[config.mk]
export PLATFORM = sky130hd
export DESIGN_NAME = instr_encoder_loader
export DESIGN_NICKNAME = d
export VERILOG_FILES = /design/src/rtl/rv_encode_pkg.sv /design/src/rtl/rv_field_encoder.sv /design/src/rtl/instr_encoder_loader.sv
export SDC_FILE = /design/constraint.sdc
export NUM_CORES = 1
export LEC_CHECK = 0
export ABC_AREA = 1
export CORE_AREA = 2 2 107 109
export CTS_BUF_LIST = sky130_fd_sc_hd__clkbuf_4 sky130_fd_sc_hd__clkbuf_8
export CTS_CLUSTER_DIAMETER = 80
export DETAILED_ROUTE_END_ITERATION = 7
export DIE_AREA = 0 0 109 111
export PLACE_DENSITY_LB_ADDON = 0.05
export SLEW_MARGIN = 15
export SYNTH_ARGS = -nofsm -noshare
export SYNTH_HDL_FRONTEND = slang
export SYNTH_SLANG_ARGS = --single-unit
[constraint.sdc]
create_clock -name clk -period 1.4 [get_ports clk]
set_input_delay 0.21 -clock clk [delete_from_list [all_inputs] [get_ports clk]]
set_output_delay 0.21 -clock clk [all_outputs]
set_load 0.01 [all_outputs]
[src/rtl/rv_encode_pkg.sv]
// Shared RV32I encoding definitions: opcode constants, format codes,
// the halt word and the field bundle handed to the encoder.
package rv_encode_pkg;

    localparam logic [6:0] R_TYPE  = 7'h33;
    localparam logic [6:0] I_LOGIC = 7'h13;
    localparam logic [6:0] I_LW    = 7'h03;
    localparam logic [6:0] I_JALR  = 7'h67;
    localparam logic [6:0] U_TYPE  = 7'h37;
    localparam logic [6:0] B_TYPE  = 7'h63;
    localparam logic [6:0] S_TYPE  = 7'h23;
    localparam logic [6:0] J_TYPE  = 7'h6F;

    // jal x0, 0 : a tight self-loop that parks the core at the end of a program
    localparam logic [31:0] HALT_WORD = 32'h0000_006F;

    typedef enum logic [2:0] {
        FMT_R = 3'd0,
        FMT_I = 3'd1,
        FMT_S = 3'd2,
        FMT_B = 3'd3,
        FMT_U = 3'd4,
        FMT_J = 3'd5
    } fmt_e;

    typedef struct packed {
        logic [2:0]  fmt;
        logic [6:0]  op;
        logic [4:0]  rd;
        logic [4:0]  rs1;
        logic [4:0]  rs2;
        logic [2:0]  f3;
        logic [6:0]  f7;
        logic [31:0] imm;
    } instr_fields_t;

endpackage

[src/rtl/rv_field_encoder.sv]
// Combinational RV32I field-to-word encoder; flags format/opcode mismatches
// and misaligned branch/jump offsets as illegal.
module rv_field_encoder
    import rv_encode_pkg::*;
(
    input  instr_fields_t i_fields,
    output logic [31:0]   o_word,
    output logic          o_illegal
);

    logic [31:0] w_imm;
    assign w_imm = i_fields.imm;

    // NOTE: every output gets a default first so no path through the case infers a latch.
    always_comb begin
        o_word    = '0;
        o_illegal = 1'b0;
        case (i_fields.fmt)
            FMT_R: begin
                o_word    = {i_fields.f7, i_fields.rs2, i_fields.rs1, i_fields.f3, i_fields.rd, i_fields.op};
                o_illegal = (i_fields.op != R_TYPE);
            end
            FMT_I: begin
                o_word    = {w_imm[11:0], i_fields.rs1, i_fields.f3, i_fields.rd, i_fields.op};
                o_illegal = !((i_fields.op == I_LOGIC) || (i_fields.op == I_LW) || (i_fields.op == I_JALR));
            end
            FMT_S: begin
                o_word    = {w_imm[11:5], i_fields.rs2, i_fields.rs1, i_fields.f3, w_imm[4:0], i_fields.op};
                o_illegal = (i_fields.op != S_TYPE);
            end
            FMT_B: begin
                o_word    = {w_imm[12], w_imm[10:5], i_fields.rs2, i_fields.rs1, i_fields.f3,
                             w_imm[4:1], w_imm[11], i_fields.op};
                o_illegal = (i_fields.op != B_TYPE) || w_imm[0];
            end
            FMT_U: begin
                o_word    = {w_imm[31:12], i_fields.rd, i_fields.op};
                o_illegal = (i_fields.op != U_TYPE);
            end
            FMT_J: begin
                o_word    = {w_imm[20], w_imm[10:1], w_imm[11], w_imm[19:12], i_fields.rd, i_fields.op};
                o_illegal = (i_fields.op != J_TYPE) || w_imm[0];
            end
            default: o_illegal = 1'b1;
        endcase
    end

endmodule

[src/rtl/instr_encoder_loader.sv]
// Accepts RV32I field descriptions over valid/ready, encodes them and writes
// sequential words from BASE_ADDRESS. Define HALT_APPEND_EN to add Done_i halt insertion.
module instr_encoder_loader
    import rv_encode_pkg::*;
#(
    parameter int          DEPTH        = 64,
    parameter logic [31:0] BASE_ADDRESS = 32'h0040_0000
) (
    input  logic                   clk,
    input  logic                   reset,
    input  logic                   Clear_i,
    input  logic                   Valid_i,
    output logic                   Ready_o,
    input  logic [2:0]             Format_i,
    input  logic [6:0]             OP_i,
    input  logic [4:0]             Rd_i,
    input  logic [4:0]             Rs1_i,
    input  logic [4:0]             Rs2_i,
    input  logic [2:0]             Funct3_i,
    input  logic [6:0]             Funct7_i,
    input  logic [31:0]            Imm_i,
`ifdef HALT_APPEND_EN
    input  logic                   Done_i,
`endif
    output logic                   Mem_Write_o,
    output logic [31:0]            Mem_Address_o,
    output logic [31:0]            Mem_Data_o,
    output logic [$clog2(DEPTH):0] Count_o,
    output logic                   Full_o,
    output logic                   Error_o
);

    localparam int              CW        = $clog2(DEPTH) + 1;
    localparam logic [CW-1:0]   DEPTH_CNT = CW'(DEPTH);

    localparam logic [1:0] S_IDLE  = 2'd0;
    localparam logic [1:0] S_WRITE = 2'd1;
    localparam logic [1:0] S_FULL  = 2'd2;

    logic [1:0]    r_state;
    logic [31:0]   r_addr;
    logic [31:0]   r_data;
    logic [CW-1:0] r_count;
    logic          r_error;
    logic          r_halt;

    instr_fields_t w_fields;
    logic [31:0]   w_word;
    logic          w_illegal;
    logic          w_done;
    logic          w_accept;
    logic [CW-1:0] w_count_inc;

    assign w_fields = '{fmt: Format_i, op: OP_i, rd: Rd_i, rs1: Rs1_i, rs2: Rs2_i,
                        f3: Funct3_i, f7: Funct7_i, imm: Imm_i};

    rv_field_encoder u_encoder (
        .i_fields  (w_fields),
        .o_word    (w_word),
        .o_illegal (w_illegal)
    );

    assign Full_o      = (r_count == DEPTH_CNT);
    assign Ready_o     = (r_state == S_IDLE) && !Full_o;
    assign Mem_Write_o = (r_state == S_WRITE);
    assign w_count_inc = r_count + CW'(1);

`ifdef HALT_APPEND_EN
    assign w_done = Done_i && (r_state == S_IDLE) && !Full_o && !Clear_i;
`else
    assign w_done = 1'b0;
`endif
    // Halt insertion wins over a simultaneous field request
    assign w_accept = Valid_i && Ready_o && !Clear_i && !w_done;

    // NOTE: sequential state uses non-blocking assignments so every register samples pre-edge values.
    always_ff @(posedge clk or negedge reset) begin
        if (!reset) begin
            r_state <= S_IDLE;
            r_addr  <= BASE_ADDRESS;
            r_data  <= '0;
            r_count <= '0;
            r_error <= 1'b0;
            r_halt  <= 1'b0;
        end else if (Clear_i) begin
            r_state <= S_IDLE;
            r_addr  <= BASE_ADDRESS;
            r_count <= '0;
            r_error <= 1'b0;
            r_halt  <= 1'b0;
        end else begin
            case (r_state)
                S_IDLE: begin
                    if (w_done) begin
                        r_data  <= HALT_WORD;
                        r_halt  <= 1'b1;
                        r_state <= S_WRITE;
                    end else if (w_accept) begin
                        if (w_illegal) begin
                            r_error <= 1'b1;
                        end else begin
                            r_data  <= w_word;
                            r_state <= S_WRITE;
                        end
                    end
                end
                S_WRITE: begin
                    r_addr  <= r_addr + 32'd4;
                    r_count <= w_count_inc;
                    r_halt  <= 1'b0;
                    r_state <= (r_halt || (w_count_inc == DEPTH_CNT)) ? S_FULL : S_IDLE;
                end
                S_FULL:  r_state <= S_FULL;
                default: r_state <= S_IDLE;
            endcase
        end
    end

    assign Mem_Address_o = r_addr;
    assign Mem_Data_o    = r_data;
    assign Count_o       = r_count;
    assign Error_o       = r_error;

endmodule
==> metrics.txt, run 1 <==
Hold Vio Cnt, Final=0; Std-Cell Rows=39; largest net degree at the start of global routing=35; IO Port Bufs=143; # setup viols final=59; post-synthesis cell count=644; Peak VDD IR=0.616 mV; Nets=993; die area=12100 µm²; grt ovf=0; crit path max fanout=2; RSZ-0062 raised after global routing=true; Starting Density=40.5%; failing checks=setup timing; first-pass GRT wire length=26500 µm; period utilisation layout=131%; vias in the first global route=5406; asr flop ratio synth=100%; Chip Width=109 µm; share of cells above drive strength 1=38.3%; CTS max path bufs=2; share of the yosys chip area belonging to registers=40.2%; Antenna Nets Post-Route=0; Worst R2R Path Depth=12; Core Util, Final=73.4%; Hold WC Path Type=primary input to asynchronous set/reset pin; post-synthesis cell type count=41; 1st-pass router iterations=5; Iter 0 DRT Violations=294; wire length per cell=15.8 µm; clock skew=0.0113 ns; Core Box Area=11100 µm²; worst skew pair latency=0.37 ns; Synth Register Bits=72; Netlist Area Pre-Place=4480 µm²; post-layout min period=1.84 ns; CTS tree=done; number of synthesized flops with an enable pin=0; CP required=1.19 ns; power per cell area=740 nW/µm²; n_diodes=0; GP Congestion=0.947; status=finished with violations; clock buffers created by TritonCTS=9; via count=5467; top_reg_cell synth=dfrtp_1; IO Count=146; Max Cap Viol=0; critical path launch point type=flip-flop; hold_ws=0.340 ns; WP data arrival=1.63 ns; GRT Total Usage=27.8%; Final Routed Wirelength=16800 µm; vias per cell=5.14; DPL Wire Length=11600 µm; Place WS=-0.999 ns; count of pins over their slew limit=0; Critical Path End Type=primary output; final worst slack=-0.436 ns; initial antenna violation count=0; Syn Area/Cell=6.96 µm²; clock root cell=clkbuf_8; Critical Setup Path Class=flip-flop to primary output; synth warn=0; DRC=0; htree depth=3; Worst-path clk slew=0.09 ns; Die Y=111 µm; LEAKAGE=0.00412 µW; fmax=545 MHz; Area growth syn-to-layout=81.5%; clock sink count=72
cell type report:
class                           instances  area (µm²)
Clock inverter                          7        96.3
Fill cell                             838        2940
Multi-Input combinational cell        469        3000
Clock buffer                            9         124
Inverter                               78         315
Timing Repair Buffer                  285        2610
Tap cell                              143         179
Sequential cell                        72        1810
synth_stat cells, types with 2 or more instances:
cell type  count  area, µm²
nand2_1      215        807
inv_1         73        274
dfrtp_1       71       1780
nor2_1        65        244
nand3_1       52        260
nand4_1       44        275
o21ai_0       21        105
a21oi_1       17       85.1
nor3_1        12       60.1
buf_2          8       40.0
ha_1           7       87.6
buf_4          5       37.5
buf_6          5       56.3
clkbuf_1       5       18.8
o211ai_1       4       30.0
o22ai_1        4       25.0
buf_1          3       11.3
inv_2          3       11.3
xor2_1         3       26.3
nand2_2        2       12.5
nand2_4        2       22.5
nor2_2         2       12.5
o21a_1         2       15.0
xnor2_1        2       17.5
layout by cell type (no fill, tap or decap), types with 9 or more instances in the layout:
master / netlist / final
a21oi_1: 17 / 13
buf_4: 5 / 102
buf_6: 5 / 37
clkbuf_2: 0 / 9
clkbuf_8: 0 / 9
clkdlybuf4s15_1: 0 / 10
clkdlybuf4s50_1: 0 / 64
dfrtp_1: 71 / 64
dlygate4sd2_1: 0 / 50
inv_1: 73 / 54
inv_2: 3 / 19
nand2_1: 215 / 154
nand2_2: 2 / 45
nand2_4: 2 / 19
nand3_1: 52 / 36
nand3_4: 1 / 11
nand4_1: 44 / 44
nor2_1: 65 / 40
nor2_2: 2 / 10
nor2_4: 1 / 18
o21ai_0: 21 / 9
repair_timing:
| item | CTS | global route |
|---|---|---|
| cloned | 2 | 1 |
| hold buffers | 1 | 0 |
| pin swaps | 35 | 66 |
| hold endpoints to repair | 28 | 0 |
| setup buffers | 38 | 23 |
| endpoints found under the setup margin | 133 | 78 |
| gates resized for setup | 235 | 155 |
worst max-delay path, cell delays in order, from the launching register on:
cell     delay (ns)
dfrtp_1        0.41
inv_2          0.09
ha_4           0.13
nand3_2        0.06
or2_4          0.27
nand3_4        0.07
buf_6          0.10
inv_2          0.03
buf_6          0.10
routing by layer:
metal	wire length (µm)	up-vias	GRT usage [%]	share of wire (%)
met5	0	-	0	0
met4	619	0	11.6	3.7
met3	868	52	4.23	5.2
met2	8520	216	47.8	51
met1	6750	2574	34.2	40
li1	-	2625	-	-
per-stage QoR:
stage	TNS (ns)	total power (µW)	instances	area, µm²
floorplan	-14.92	3030	645	4550
global placement	-41.12	4020	1002	6760
detailed placement	-43.11	4050	1002	6760
CTS	-14.40	5930	1057	7660
global route	-19.61	6320	1063	8140
finish	-14.70	6020	1063	8140
final timing paths:
path / start / end / slack [ns]
setup / recovery: Count_o[1] / Ready_o / -0.44
hold / removal: reset / Count_o[4] / 0.34
setup reg to reg: Count_o[0] / Mem_Data_o[14] / -0.41
hold reg to reg: Mem_Data_o[0] / Mem_Data_o[0] / 0.48
max in group asynchronous: reset / Mem_Data_o[3] / 0.54
min in group clk: OP_i[3] / Mem_Data_o[3] / 0.45
sequential cells by signal (all words and copies together) (netlist names):
register,count
r_state,2
Count_o,7
Error_o,1
Mem_Address_o,30
Mem_Data_o,32
kinds of logic after synthesis:
group | synth area share (%)
other | 0.0837
buffers and inverters | 10.4
xor gates and xnor gates | 0.977
DFF | 40.2
AOI/OAI and AO/OA | 7.23
and+or+nand+nor | 39.2
adders and majority gates | 1.95
report_power, final:
group          switching (µW)  total (µW)  internal [µW]
Sequential                206        2500           2300
Clock                     879        1880           1000
Combinational             801        1630            832
Total                    1890        6020           4130
Note: power is estimated with default switching activity, not from simulation.
==> run 2, diff against run 1 <==
--- a/config.mk
+++ b/config.mk
@@ -11,6 +11,7 @@
 export CTS_CLUSTER_DIAMETER = 80
 export DETAILED_ROUTE_END_ITERATION = 7
 export DIE_AREA = 0 0 109 111
+export MAX_ROUTING_LAYER = met4
 export PLACE_DENSITY_LB_ADDON = 0.05
 export SLEW_MARGIN = 15
 export SYNTH_ARGS = -nofsm -noshare
==> constraint.sdc (replaced) <==
create_clock -name clk -period 1.9 [get_ports clk]
set_input_delay 0.285 -clock clk [delete_from_list [all_inputs] [get_ports clk]]
set_output_delay 0.285 -clock clk [all_outputs]
set_load 0.01 [all_outputs]
==> metrics.txt, run 2 (synthesized netlist as in run 1, its figures left out) <==
clock sink count=72; Worst Setup EP=Ready_o; IO Port Bufs=143; Nets=899; Iter 0 DRT Violations=240; Critical Path End Type=primary output; count of pins over their slew limit=0; vias per cell=5.01; Largest register FFs=32; DRC=0; Std-Cell Rows=39; n_diodes=0; final std cells w/o fill=969; Die Y=111 µm; share of cells above drive strength 1=11.5%; Power Total=4330 µW; # setup viols final=0; critical path launch point type=flip-flop; worst skew pair latency=0.35 ns; Hold WC Path Type=primary input to asynchronous set/reset pin; IO Count=146; largest net degree at the start of global routing=39; CTS max path bufs=2; Final Routed Wirelength=14600 µm; Starting Density=40.5%; wire length per cell=15.1 µm; Core Util, Final=59.5%; R2R Path End=Mem_Address_o[29]; post-layout min period=1.82 ns; Hold Vio Cnt, Final=0; period utilisation layout=95.8%; grt ovf=0; via count=4851; vias in the first global route=4845; Critical Setup Path Class=flip-flop to primary output; FF-to-FF Start=Mem_Address_o[9]; CP required=1.62 ns; clock root cell=clkbuf_8; Core Box Area=11100 µm²; Chip Width=109 µm; status=finished clean; GP Congestion=0.918; Worst-path clk slew=0.08 ns; FF-to-FF setup slack=0.14 ns; first-pass GRT wire length=23600 µm; crit path from=Count_o[0]; power per cell area=657 nW/µm²; clock buffers created by TritonCTS=9; die area=12100 µm²; commonest cells after routing, fill and taps aside=215 x nand2_1, 135 x clkdlybuf4s50_1, 71 x dfrtp_1; Max Cap Viol=0; fmax=550 MHz; htree depth=3; Peak VDD IR=0.324 mV; hold_ws=0.424 ns; initial antenna violation count=0; Area growth syn-to-layout=47.0%; CTS tree=done; Worst R2R Path Depth=7; Antenna Nets Post-Route=0; LEAKAGE=0.00318 µW; 1st-pass router iterations=4; WP data arrival=1.53 ns; Placed Cells=949; DPL Wire Length=11500 µm; clock skew=0.0121 ns; crit path max fanout=3; most common cell after layout, fill and taps aside=nand2_1; filler cell count=1056; GRT Total Usage=25.6%
[run 2: cell types whose count changed in the layout (fill, tap and decap cells not counted), sizes merged]
cell,previous run,this run
clkbuf,19,17
clkdlybuf4s15,10,0
clkdlybuf4s50,64,135
buf,149,48
clkinvlp,3,0
dlymetal6s2s,1,2
dlygate4sd2,50,0
[run 2: worst min path at each step]
stage / start / endpoint / slack, ns / cells after the start
floorplan: reset / Count_o[0] / -0.01 / 0
detailed placement: reset / Count_o[3] / 0.28 / 1
finish: reset / Count_o[3] / 0.42 / 2
global placement: reset / Count_o[2] / 0.27 / 1
CTS: reset / Count_o[3] / 0.43 / 2
global route: reset / Count_o[3] / 0.47 / 2
[run 2: where the power goes]
part	switching (µW)	internal (µW)	total, µW
Clock	610	810	1420
Sequential	120	1690	1810
Combinational	519	575	1090
[run 2: metal layers]
layer	up-vias	part of all wire (%)	global-route usage (%)	routed length, µm
li1	2433	-	-	-
met1	2245	44	31.6	6480
met2	152	49	42.1	7160
met3	21	4.3	4.59	624
met4	0	2.3	8.46	330
met5	-	0	-	0
[run 2: what timing repair did]
item | in CTS | in global routing
pin swaps | 1 | 0
setup endpoints to repair | 36 | 35
hold buffers | 1 | 0
hold endpoints to repair | 34 | 0
gates resized for setup | 11 | 14
cloned | 0 | 1
buffers inserted | 0 | 2
[run 2: worst max-delay path, cell delays in order, from the launching register on]
cell     delay [ns]
dfrtp_1        0.39
inv_2          0.07
ha_1           0.15
nand3_1        0.08
or2_4          0.24
nand3_2        0.07
inv_1          0.05
buf_2          0.13
[run 2: through the flow]
stage | setup WS [ns] | setup TNS [ns] | instance area (µm²)
global route | -0.0102 | -0.0122 | 6590
finish | 0.0806 | 0 | 6590
global placement | -0.530 | -17.71 | 6310
detailed placement | -0.588 | -19.35 | 6310
floorplan | -0.0364 | -0.980 | 4530
CTS | -0.00923 | -0.00923 | 6550
[run 2: area by class of cell]
class | count | area (µm²) | share of cell area, %
Clock inverter | 4 | 77.6 | 1.18
Tap cell | 143 | 179 | 2.72
Clock buffer | 12 | 153 | 2.32
Sequential cell | 72 | 1800 | 27.4
Timing Repair Buffer | 191 | 1820 | 27.6
Multi-Input combinational cell | 469 | 2250 | 34.2
Inverter | 78 | 305 | 4.63
==> edit 1, RTL diff (flow settings as in run 2) <==
Change the parameter `DEPTH` from 64 to 32.
--- a/src/rtl/instr_encoder_loader.sv
+++ b/src/rtl/instr_encoder_loader.sv
@@ -5,3 +5,3 @@
 #(
-    parameter int          DEPTH        = 64,
+    parameter int          DEPTH        = 32,
     parameter logic [31:0] BASE_ADDRESS = 32'h0040_0000
Interface: changed (resized Count_o); port bits go from 146 to 145. No check against the original RTL was run, so the function may have changed too.
==> edit 1 against run 2 <==
- utilization down 0.54 points
- sequential cell count is 1 lower
- synthesized cell count shrank 0.47%
- setup slack improved by 0.011 ns
- power is 3.8% lower
- clock power is 8% lower
- synthesized area down 2.1%
- non-clock buffer count shrank 5
- via count is 2.6% lower
- wire length decreased by 7.2%
- design area is 0.91% lower
- critical endpoint is now Mem_Address_o[22]
- largest cell class unchanged
==> edit 1: results (changes against run 2) <==
* Status: finished, final reports clean
* Worst-path maximum fanout at 7 (+4)
* Unique masters post-synth at 31 (-24%)
* Proportion of layout cells with a drive suffix above 1 at 10.2% (-1.3 points)
* Post-Synth Adder-Cell Area at 2.00% (+0.042 points)
* Gr usage total at 23.7% (-1.9 points)
* Post-CTS setup buffer count at 1 (+1)
* Start point of the critical path: Mem_Address_o[22]
* Worst setup path endpoint: Mem_Address_o[22]
* CTS buffer count at 9 (unchanged)
* Final hold slack at 0.432 ns (+0.00799 ns)
* Via Count at 4,727 (-2.6%)
* Starting DRC count in detailed routing at 300 (+25%)
* Static Leak at 3.11 nW (-2.4%)
* # resized after CTS at 10 (-1)
* Reg2reg path depth at 9 (+2)
* Largest net degree at the start of global routing at 41 (+5.1%)
* Synth Area in Compound Gates at 6.02% (-1.2 points)
* Syn Std Cell Area at 0.00439 mm² (-2.1%)
* Initial antenna violation count at 0 (unchanged)
* Vias per cell at 4.92 (-1.6%)
* Seq/Total Area, Yosys at 40.5% (+0.30 points)
* 1st-pass router iterations at 5 (+1)
* Port Buffer Count at 142 (-0.70%)
* Syn Area/Cell at 6.84 µm² (-1.7%)
* Layout fillers at 1,036 (-1.9%)
* Critical path's largest stage delay at 0.61 ns (+0.22 ns)
* Hpwl dp at 10,500 µm (-8.8%)
* Peak VDD IR at 0.355 mV (+9.4%)
* Wire per inst at 14.1 µm (-6.3%)
* Reg-to-reg startpoint: Mem_Address_o[3]
* Worst reg2reg path endpoint: Mem_Address_o[20]
* Worst hold path type: in2reg
* Synth cell count leaders: 225 x nand2_1, 74 x inv_1, 70 x dfrtp_1, 65 x nor2_1, 45 x nand4_1
* First-pass GRT wire length at 22,100 µm (-6.3%)
* Placed cells at 939 (-1.1%)
* Fin nets at 891 (-0.89%)
* Final period utilization at 95.2% (-0.58 points)
* Slowest cell on the critical path: dfstp_2
* Worst clock skew at 0.0136 ns (+0.00157 ns)
* Number of diodes at 0 (unchanged)
* Hold_sp: OP_i[2]
* DP Area at 0.00622 mm² (-1.4%)
* Pre-CTS worst setup slack at -0.587 ns (+0.000590 ns)
* Synth area leaders: dfrtp_1 40%, nand2_1 19%, nand4_1 6.4%
* Post-Synth XOR/XNOR Area at 0.799% (-0.18 points)
* Internal at 2.98 mW (-3.3%)
==> edit 1: cell count changes after synthesis, sizes merged, moves of 2 or more <==
| cell | run 2 | this run |
|---|---|---|
| buf | 21 | 17 |
| clkbuf | 5 | 9 |
| inv | 78 | 76 |
| nand2 | 219 | 227 |
| nand3 | 53 | 45 |
| nand3b | 0 | 3 |
| nor3 | 12 | 19 |
| o21a | 2 | 0 |
| o21ai | 23 | 21 |
| xnor2 | 2 | 0 |
==> edit 1: worst reg2reg max path: cells and delay by family, from the launching register on <==
family                   cells  cell delay (ns)
adder cells (fa/ha/maj)      1             0.23
AND/OR/NAND/NOR              8             1.04
flip-flops                   1             0.44
==> edit 1: routing by layer <==
metal  wire (µm)  part of all wire [%]  vias to the layer above  track usage, %
met5           0                     0                        -               -
met4         233                   1.7                        0            6.15
met3         783                   5.8                       18            5.06
met2        6950                    51                      155            40.2
met1        5580                    41                     2153            28.4
li1            -                     -                     2401               -
==> edit 1: layout make-up <==
cell class / instances / area [µm²] / area share, %
Multi-Input combinational cell: 469 / 2220 / 34.0
Inverter: 76 / 293 / 4.48
Sequential cell: 71 / 1780 / 27.2
Tap cell: 143 / 179 / 2.74
Clock buffer: 9 / 124 / 1.90
Clock inverter: 6 / 86.3 / 1.32
Timing Repair Buffer: 186 / 1850 / 28.3
==> edit 1: power groups by stage <==
stage / Clock (mW) / Sequential [mW] / Combinational, mW
after floorplan: 0 / 1.86 / 0.325
after global placement: 0 / 1.84 / 1.03
after detailed placement: 0 / 1.83 / 1.05
after CTS: 1.33 / 1.81 / 1.05
after global routing: 1.40 / 1.82 / 1.15
final: 1.31 / 1.81 / 1.05
==> edit 2, RTL diff (settings of run 2) <==
Made on the original files. Put one more register stage on the output `Count_o`, without a reset. The value now appears one clock later. The other outputs are not delayed to match.
--- a/src/rtl/instr_encoder_loader.sv
+++ b/src/rtl/instr_encoder_loader.sv
@@ -120,3 +120,5 @@
     assign Mem_Data_o    = r_data;
-    assign Count_o       = r_count;
+    always_ff @(posedge clk) begin
+        Count_o <= r_count;
+    end
     assign Error_o       = r_error;
Behaviour: not the same (a bounded check fails within 4 cycles, from zero or initial values and one cycle with reset low).
==> edit 2 against run 2 <==
- the flow now finishes with violations (negative setup slack)
- die area stayed put
- hold slack got worse by 0.046 ns
- cell count up 0.41%
- design area increased by 3.4%
- power decreased by 0.68%
- setup slack lost 0.082 ns
- clock power shrank 8%
- wire length fell by 7.9%
- non-clock buffer count is 16 higher
- sequential cell count increased by 7
- first-iteration DRC count grew 27%
- synthesized area is 0.14% lower
==> edit 2: results (changes against run 2) <==
* Static Leak at 3.32 nW (+4.3%)
* Status: finished, violations left
* Start point of the critical path: r_count[1]
* WP data arrival at 1.62 ns (+0.09 ns)
* Wire per inst at 13.8 µm (-8.2%)
* Final Worst Setup Slack at -0.00135 ns (-0.0820 ns)
* Worst skew pair latency at 0.37 ns (+0.02 ns)
* Ys async rst share at 91.1% (-8.9 points)
* Synth cell count leaders: 210 x nand2_1, 71 x dfrtp_1, 70 x inv_1, 60 x nor2_1, 47 x nand3_1
* Worst reg2reg path endpoint: Mem_Data_o[17]
* Worst clock skew at 0.0115 ns (-0.000568 ns)
* First-pass GRT wire length at 22,300 µm (-5.3%)
* RePlAce Congestion at 0.920 (+0.21%)
* Unique masters post-synth at 37 (-9.8%)
* Worst hold path type: in2reg
* Port Buffer Count at 143 (unchanged)
* Largest net degree at the start of global routing at 54 (+38%)
* Syn Area/Cell at 7.09 µm² (+1.9%)
* Proportion of layout cells with a drive suffix above 1 at 13.6% (+2.1 points)
* Synth area leaders: dfrtp_1 40%, nand2_1 18%, nand4_1 6.2%
* Peak VDD IR at 0.436 mV (+34%)
* Failing checks: negative setup slack
* Setup violators final at 2 (+2)
* Placed cells at 940 (-0.95%)
* Vias per cell at 4.98 (-0.51%)
* Seq/Total Area, Yosys at 43.4% (+3.2 points)
* Gr usage total at 23.8% (-1.8 points)
* Worst-path maximum fanout at 2 (-1)
* Wirelength, routed at 13,400 µm (-7.9%)
* Fin nets at 903 (+0.44%)
* Reg2reg path depth at 12 (+5)
* FF-to-FF setup slack at 0.07 ns (-0.07 ns)
* Hpwl dp at 10,200 µm (-11%)
edit 2: per-layer routing:
layer | track usage, % | wire (µm)
met5 | - | 0
met4 | 9.49 | 314
met3 | 3.70 | 668
met2 | 38.4 | 6620
met1 | 29.8 | 5840
edit 2: timing repair:
| action | 4_1_cts | 5_1_grt |
|---|---|---|
| setup buffers | 5 | 9 |
| hold endpoints to repair | 27 | 0 |
| gates resized for setup | 27 | 20 |
| pin swaps | 4 | 8 |
| setup endpoints to repair | 37 | 37 |
| gates cloned | 2 | 0 |
| hold buffers | 1 | 0 |
edit 2: report_power, final:
group / leakage [nW] / switching, mW / internal (mW)
clock: 0.0929 / 0.687 / 0.620
combinational: 2.21 / 0.484 / 0.579
sequential: 1.02 / 0.0935 / 1.83
total: 3.32 / 1.26 / 3.03
edit 2: cells by family after synthesis:
group | after synthesis | synth area share [%]
flops | 79 | 43.4
compound gates | 56 | 6.96
buf+inv | 99 | 9.45
simple gates | 387 | 37.7
xor+xnor | 2 | 0.391
fa+ha+maj | 7 | 1.96
other cells | 1 | 0.0838
edit 2: worst max-delay path: stages, from the launching register on:
cell and delay (ns):
dfrtp_1 0.41, inv_2 0.09, ha_4 0.14, nand3_2 0.07
or2_4 0.27, nand2_4 0.07, buf_6 0.08, inv_2 0.02
buf_6 0.10
edit 2: metrics by stage:
stage | area (µm²) | power (mW) | setup TNS, ns | hold slack [ns] | worst slack [ns]
final | 6820 | 4.30 | -0.00244 | 0.379 | -0.00135
after global routing | 6820 | 4.51 | -0.455 | 0.428 | -0.0756
after CTS | 6700 | 4.33 | -0.00755 | 0.395 | -0.00755
after detailed placement | 6360 | 2.99 | -21.65 | 0.262 | -0.670
after global placement | 6360 | 2.98 | -18.73 | 0.257 | -0.564
after floorplan | 4530 | 2.34 | -2.30 | -0.0106 | -0.0851
edit 2: cell type report:
type / count / area, µm²
Inverter: 74 / 285
Clock inverter: 7 / 78.8
Fill cell: 1064 / 4260
Sequential cell: 79 / 1940
Multi-Input combinational cell: 454 / 2200
Clock buffer: 9 / 124
Timing Repair Buffer: 207 / 2000
Tap cell: 143 / 179
edit 2: worst min-delay path by stage:
stage          startpoint             to  slack [ns]  cells after the start
3_3_place_gp        reset     r_count[3]        0.26                      1
2_1_floorplan       reset        Error_o       -0.01                      0
5_1_grt           OP_i[3]  Mem_Data_o[3]        0.43                      5
6_report          OP_i[3]  Mem_Data_o[3]        0.38                      5
4_1_cts             reset     r_count[3]        0.39                      2
3_5_place_dp        reset     r_count[3]        0.26                      1
